`src/rtl/inst_enc.sv`:
```
// Program-load instruction encoder: accepts decoded fields over a valid/ready
// handshake, packs them into 32-bit words and writes them to program memory.
module inst_enc (
    input  logic        clk,
    input  logic        rst_n,
    input  logic        start,
    input  logic [15:0] base_addr,
    input  logic        in_valid,
    output logic        in_ready,
    input  logic [3:0]  in_opc,
    input  logic [3:0]  in_func,
    input  logic [3:0]  in_rd,
    input  logic [3:0]  in_rs1,
    input  logic [3:0]  in_rs2,
    input  logic [15:0] in_imm,
    input  logic        in_last,
    output logic        mem_we,
    output logic [15:0] mem_addr,
    output logic [31:0] mem_wdata,
    input  logic        mem_ack,
    output logic        busy,
    output logic        done,
    output logic [15:0] count,
    output logic        err
);

    localparam logic [3:0] OPC_CALC  = 4'b0000;
    localparam logic [3:0] OPC_CALCI = 4'b0001;
    localparam logic [3:0] OPC_LOAD  = 4'b0011;
    localparam logic [3:0] OPC_STORE = 4'b0111;
    localparam logic [3:0] OPC_CALIF = 4'b1111;

    typedef enum logic [1:0] {
        S_IDLE   = 2'd0,
        S_ACCEPT = 2'd1,
        S_WRITE  = 2'd2,
        S_DONE   = 2'd3
    } state_t;

    state_t      r_state;
    state_t      w_next;
    logic [15:0] r_addr;
    logic [31:0] r_wdata;
    logic        r_last;
    logic [15:0] r_count;
    logic        r_err;

    logic [31:0] w_word;
    logic        w_legal;
    logic        w_xfer;

    assign w_xfer = (r_state == S_ACCEPT) && in_valid;

    // Field packing per opcode; CALC and CALCI relocate func into otherwise unused slots.
    always_comb begin
        w_word  = 32'h0;
        w_legal = 1'b1;
        case (in_opc)
            OPC_CALC:  w_word = {12'h000, in_func, in_rd, in_rs2, in_rs1, in_opc};
            OPC_CALCI: w_word = {in_imm, in_rd, in_func, in_rs1, in_opc};
            OPC_LOAD,
            OPC_CALIF: w_word = {in_imm, in_rd, in_rs2, in_rs1, in_opc};
            OPC_STORE: w_word = {in_imm, 4'h0, in_rs2, in_rs1, in_opc};
            default:   w_legal = 1'b0;
        endcase
    end

    always_comb begin
        w_next = r_state;
        case (r_state)
            S_IDLE:   if (start) w_next = S_ACCEPT;
            S_ACCEPT: begin
                if (w_xfer) begin
                    if (w_legal)      w_next = S_WRITE;
                    else if (in_last) w_next = S_DONE;
                end
            end
            S_WRITE:  if (mem_ack) w_next = r_last ? S_DONE : S_ACCEPT;
            S_DONE:   w_next = S_IDLE;
            default:  w_next = S_IDLE;
        endcase
    end

    always_ff @(posedge clk or negedge rst_n) begin
        if (!rst_n) r_state <= S_IDLE;
        else        r_state <= w_next;
    end

    // Reset discards any pending word; nothing is retried afterwards.
    always_ff @(posedge clk or negedge rst_n) begin
        if (!rst_n) begin
            r_addr  <= 16'h0;
            r_wdata <= 32'h0;
            r_last  <= 1'b0;
            r_count <= 16'h0;
            r_err   <= 1'b0;
        end else begin
            case (r_state)
                S_IDLE: begin
                    if (start) begin
                        r_addr  <= base_addr;
                        r_count <= 16'h0;
                        r_err   <= 1'b0;
                    end
                end
                S_ACCEPT: begin
                    if (w_xfer) begin
                        if (w_legal) begin
                            r_wdata <= w_word;
                            r_last  <= in_last;
                        end else begin
                            r_err <= 1'b1;
                        end
                    end
                end
                S_WRITE: begin
                    if (mem_ack) begin
                        r_addr  <= r_addr + 16'd1;
                        r_count <= r_count + 16'd1;
                    end
                end
                default: ;
            endcase
        end
    end

    assign in_ready  = (r_state == S_ACCEPT);
    assign mem_we    = (r_state == S_WRITE);
    assign mem_addr  = r_addr;
    assign mem_wdata = r_wdata;
    assign busy      = (r_state != S_IDLE);
    assign done      = (r_state == S_DONE);
    assign count     = r_count;
    assign err       = r_err;

endmodule

```
`config.mk`:
```
export PLATFORM = sky130hd
export DESIGN_NAME = inst_enc
export DESIGN_NICKNAME = d
export VERILOG_FILES = /design/src/rtl/inst_enc.sv
export SDC_FILE = /design/constraint.sdc
export NUM_CORES = 1
export LEC_CHECK = 0
export ABC_AREA = 1
export ABC_CLOCK_PERIOD_IN_PS = 1600
export CAP_MARGIN = 20
export CELL_PAD_IN_SITES_DETAIL_PLACEMENT = 1
export CELL_PAD_IN_SITES_GLOBAL_PLACEMENT = 2
export CORE_UTILIZATION = 24
export CTS_CLUSTER_SIZE = 25
export DETAILED_ROUTE_END_ITERATION = 10
export PLACE_DENSITY_LB_ADDON = 0.1
export SLEW_MARGIN = 0
export SYNTH_ARGS = -nofsm -noshare
export SYNTH_HDL_FRONTEND = slang
export SYNTH_SLANG_ARGS = --single-unit
```
`constraint.sdc`:
```
create_clock -name clk -period 1.6 [get_ports clk]
set_clock_uncertainty 0.05 [all_clocks]
set_input_delay 0.16 -clock clk [delete_from_list [all_inputs] [get_ports clk]]
set_output_delay 0.16 -clock clk [all_outputs]
set_load 0.05 [all_outputs]
```
After elaboration in Yosys (flattened, before gate mapping)

Cells that the tools add are included.

Register bits after elaboration: 68
Bits in latches: 0
RAM bits: 0
ROM bits: 0
Input bits: 58
Output and inout bits: 69
Logic and storage cells: 51
Memories kept: 0

$add $sub $neg: 2
Multiply operators: 0
Div/mod/pow operators: 0
Magnitude comparators: 0
Eq/ne operators: 12
Shifts and indexed selects: 0
Muxes and demuxes: 19
Bitwise gates (word level): 0
Reduce and logical (&&, ||, !) cells: 12

Operators by type and width:

| cell                                                                     | number |
|---|---|
| 32-bit case mux with 4 select lines                                      | 1 |
| 16-bit 2-to-1 mux                                                        | 4 |
| 16-bit case mux with 2 select lines                                      | 2 |
| 16-bit by 1-bit adder with 16-bit output (second input constant)         | 2 |
| 2-bit 2-to-1 mux                                                         | 6 |
| 2-bit case mux with 4 select lines                                       | 1 |
| 4-bit AND reduction                                                      | 2 |
| 3-bit AND reduction                                                      | 2 |
| 2-bit nonzero test                                                       | 3 |
| 5-bit OR reduction                                                       | 1 |
| 2-bit equality test (second input constant)                              | 2 |
| 4-bit by 1-bit equality test with 1-bit output (second input constant)   | 1 |
| 4-bit by 2-bit equality test with 1-bit output (second input constant)   | 1 |
| 4-bit by 3-bit equality test with 1-bit output (second input constant)   | 1 |
| 4-bit equality test (second input constant)                              | 1 |
| 4-bit zero test                                                          | 1 |
| 1-bit 2-to-1 mux                                                         | 4 |
| 2-bit by 1-bit inequality test with 1-bit output (second input constant) | 2 |
| 2-bit inequality test (second input constant)                            | 2 |
| 3-bit by 1-bit inequality test with 1-bit output (second input constant) | 1 |
| 2-bit by 1-bit equality test with 1-bit output (second input constant)   | 1 |
| 2-bit zero test                                                          | 1 |
| 1-bit case mux with 2 select lines                                       | 1 |
| 2-bit OR reduction                                                       | 1 |
| 1-bit logical AND                                                        | 1 |

Logic depth before layout (Yosys ltp)

Depth in word-level cells: 6
Gate-level depth with buffers: 10
Mapped depth without buffers: 10

Least setup slack after synthesis

No wires, ideal clock.

Kind: register to register
Start: register r_count[0], in the netlist count[0]
End: register r_count[8], in the netlist count[8]
Library setup time: 0.066 ns
Arrival time: 1.650 ns
Data required time: 1.484 ns
Slack: -0.166 ns
Stages on the path, launching flop included: 9
Buffers on the path: 0
Period minus slack after synthesis: 1.766 ns
Cell sequence: dfrtp_1 > ha_1 > inv_1 > nor2_1 > nand2_1 > xor2_1 > nor2_1 > nand2_1 > nand2_1

Cells in the longest elaborated chain, start to end: 3

Ends and longest elaborated chain:

| item                                     | line | source |
|---|---|---|
| from (decl)                              | 45   | `logic [15:0] r_count;` |
| from (signal assigned)                   | 119  | `r_count <= r_count + 16'd1;` |
| 16-bit by 1-bit adder with 16-bit output | 119  |  |
| 16-bit 2-to-1 mux                        | 117  | `if (mem_ack) begin` |
| 16-bit case mux with 2 select lines      | 98   | `case (r_state)` |

No other way between the ends. The select of a mux whose other input is x is not followed.
A chain may end at the register's enable or synchronous reset.

Final worst setup path

Start: register r_state[1]
End: output port mem_we

Cells in the longest elaborated chain, start to end: 1

Ends and longest elaborated chain:

| item                   | line | source |
|---|---|---|
| from (decl)            | 40   | `state_t r_state;` |
| from (signal assigned) | 86   | `else r_state <= w_next;` |
| 2-bit equality test    | 128  | `assign mem_we = (r_state == S_WRITE);` |
| to (decl)              | 17   | `output logic mem_we,` |

No other way between the ends.

==> flow_metrics.tcl <==
set metrics [dict create \
    outcome "completed" \
    power.share.clock_pct 19.8 \
    period_minus_slack_ns 1.57 \
    synth_nets 560 \
    stdcell_area_sq_um 5730 \
    via_per_inst 4.54 \
    drtAntennaViolNets 0 \
    yosys_warnings 0 \
    rsz0062_at_grt "true" \
    reg2reg_depth 7 \
    path_cells "inv_1, nor2_4, buf_6, buf_12" \
    worst_slew_pin_slew_ns 0.306 \
    worstPathRequired_ns 1.39 \
    path_depth 4 \
    hpwlAfterDp_mm 9.46 \
    setup_viol 0 \
    multi_input_area_sq_um 1700 \
    cts_root_buf "clkbuf_16" \
    drtPass1Iterations 6 \
    p_leak_uw 0.00283 \
    swShare_pct 48.2 \
    port_buffers 126 \
    drc 0 \
    area_growth_pct 57.4 \
    max_freq_mhz 637 \
    gp_congestion 0.763 \
    grt_overflow 0 \
    cp_slowest_cell "dfrtp_1" \
    avgRoutedWirePerCell_um 14.2 \
    layout.nets 724 \
    clk_path_buf_depth 2 \
    endpoint "mem_we" \
    fin_crit_sh_pct 98.2 \
    yosysUniqueCellTypes 30 \
    cts_inserted_buffers 9 \
    grt_max_degree 28 \
    clk_pin_slew_ns 0.06 \
    clock_latency_ns 0.34 \
    async_flop_share_pct 100 \
    core_area_sq_um 14600 \
    syn_avg_cell_area_sq_um 7.28 \
    peakVddDrop_mv 1.12 \
    seq_area_sq_um 1710 \
    fill_cells 1789 \
    track_usage_pct 16.2 \
    num_vias 3872 \
    drt_iter0_drc 151 \
    synth_edf_count 0 \
    final_cells 853 \
    diodes 0 \
    drv_cap 0 \
    comb_power_share_pct 54.4 \
    hold_class "in -> async" \
    critical_path_class "reg -> out" \
    wirelength_mm 12.2 \
    yosys.area.top_type "dfrtp_1" \
    p_int_uw 5880 \
    utilization_pct 39.1 \
    r2r_end "mem_wdata[0]" \
    seq_power_share_pct 25.8 \
    end_kind "output port" \
    slew_headroom_pct 79.6 \
    drive_above_1_share_pct 23.3 \
    max_stage_delay_ns 0.41 \
    critPathTopFamily "buffers and inverters" \
    antenna_found_initial 1 \
    drv_slew 0 \
    start_util_pct 24.9 \
    clock-sinks 68 \
    crit_fanout 17 \
    finalHoldViolations 0 \
    grt_pass1_wl_mm 20.1 \
    yosys.area.top_type_share_pct 46.8 \
    cp_num_buf_inv 3 \
    dieWidth_um 125 \
    dp_cells 834 \
    crit_arrival_ns 1.36 \
    placed_area_sq_um 5300 \
    die_h_um 125 \
    synth-seq-cells 68 \
    boundaryPins 127 \
    cts_tree "yes" \
    ys_seq_area_share_pct 46.8 \
    start_kind "flip-flop" \
    synth_cells 500 \
    r2r-start "r_state[1]" \
    die_area_sq_um 15700 \
    rrSetupSlack_ns 0.06 \
    cts-htree-levels 3 \
    crit_start "r_state[1]" \
    first_global_vias 4048 \
    p_sw_uw 5460 \
    synthTopCellsByArea "dfrtp_1 (47%), nand2_1 (19%), inv_1 (5.3%)" \
    powerDensity_nw_per_um2 1980 \
    netlist_area_sq_um 3640 \
    synth-main-ff-cell "dfrtp_1" \
    row_count 44 \
]
==> synth_stat cells, types with 3 or more instances <==
library cell / instances
o21bai_1: 5
a21oi_1: 16
a31oi_1: 3
inv_1: 51
nand4_1: 15
dfrtp_1: 68
buf_2: 8
nor3_1: 4
inv_2: 3
or2_2: 4
o21ai_0: 35
nand3_1: 36
nand2_1: 180
nor2_1: 51
==> flip-flops by register name (all words and copies together), names as in the netlist <==
name       cells
r_last         1
r_state        2
err            1
count         16
mem_wdata     32
mem_addr      16
==> cell families after synthesis <==
kind of cell	share of synthesized area, %
AOI/OAI and AO/OA	9.90
xor gates and xnor gates	0.481
adders and majority gates	0.687
buffers and inverters	7.70
DFF	46.8
and+or+nand+nor	34.5
==> worst min path at each step <==
stage           from      endpoint  slack, ns  cells past startpoint
2_1_floorplan  rst_n      count[0]      -0.19                      0
3_3_place_gp   rst_n  mem_addr[10]       0.03                      1
3_5_place_dp   rst_n  mem_addr[10]       0.02                      1
4_1_cts        rst_n  mem_addr[10]       0.21                      2
5_1_grt        rst_n  mem_addr[10]       0.23                      2
6_report       rst_n  mem_addr[10]       0.20                      2
==> metrics by stage <==
step / total power [uW] / setup slack [ns] / TNS (ns) / hold WS (ns)
after floorplan: 6690 / -0.0171 / -0.171 / -0.186
after global placement: 8990 / -0.0607 / -0.806 / 0.0261
after detailed placement: 9090 / -0.114 / -2.41 / 0.0223
after CTS: 11400 / 0.00610 / 0 / 0.208
after global routing: 12000 / -0.0641 / -0.334 / 0.233
final: 11300 / 0.0293 / 0 / 0.204
==> power groups by stage <==
stage               clock network, uW  registers, uW  logic (uW)
global placement                    0           2940        6060
detailed placement                  0           2950        6140
global route                     2380           3020        6640
finish                           2250           2920        6170
floorplan                           0           4940        1740
CTS                              2320           2940        6170
==> layout by cell type (no fill, tap or decap), drive strengths merged, types with 2 or more instances in the layout <==
cell type,Yosys,routed
o21ai,36,36
clkbuf,2,11
a21oi,18,18
xor2,2,2
nand4,15,15
clkinv,0,2
nand2,183,183
bufinv,0,2
nor3,4,4
ha,2,2
o21bai,5,5
buf,11,109
dfrtp,68,68
nand3,36,36
clkdlybuf4s50,0,56
or2,4,4
a31oi,3,3
nor2,53,53
inv,54,55
==> routing by layer <==
| layer | global-route usage, % | share of wire, % | up-vias |
|---|---|---|---|
| li1 | - | - | 1919 |
| met1 | 20.0 | 45 | 1859 |
| met2 | 26.5 | 47 | 83 |
| met3 | 4.88 | 6.8 | 11 |
| met4 | 6.17 | 1.3 | 0 |
| met5 | 0 | 0 | - |
==> repair_timing <==
action | CTS | global route
endpoints found under the hold margin | 68 | 0
pin swaps | 0 | 1
setup buffers | 0 | 2
hold buffers | 1 | 0
gates resized for setup | 2 | 22
setup endpoints to repair | 3 | 40
==> area by class of cell <==
type | instances | area share, %
Clock inverter | 5 | 1.44
Clock buffer | 11 | 4.41
Inverter | 54 | 3.58
Timing Repair Buffer | 166 | 27.1
Tap cell | 184 | 4.02
Sequential cell | 68 | 29.8
Multi-Input combinational cell | 365 | 29.7
Note: power is estimated with default switching activity, not from simulation.
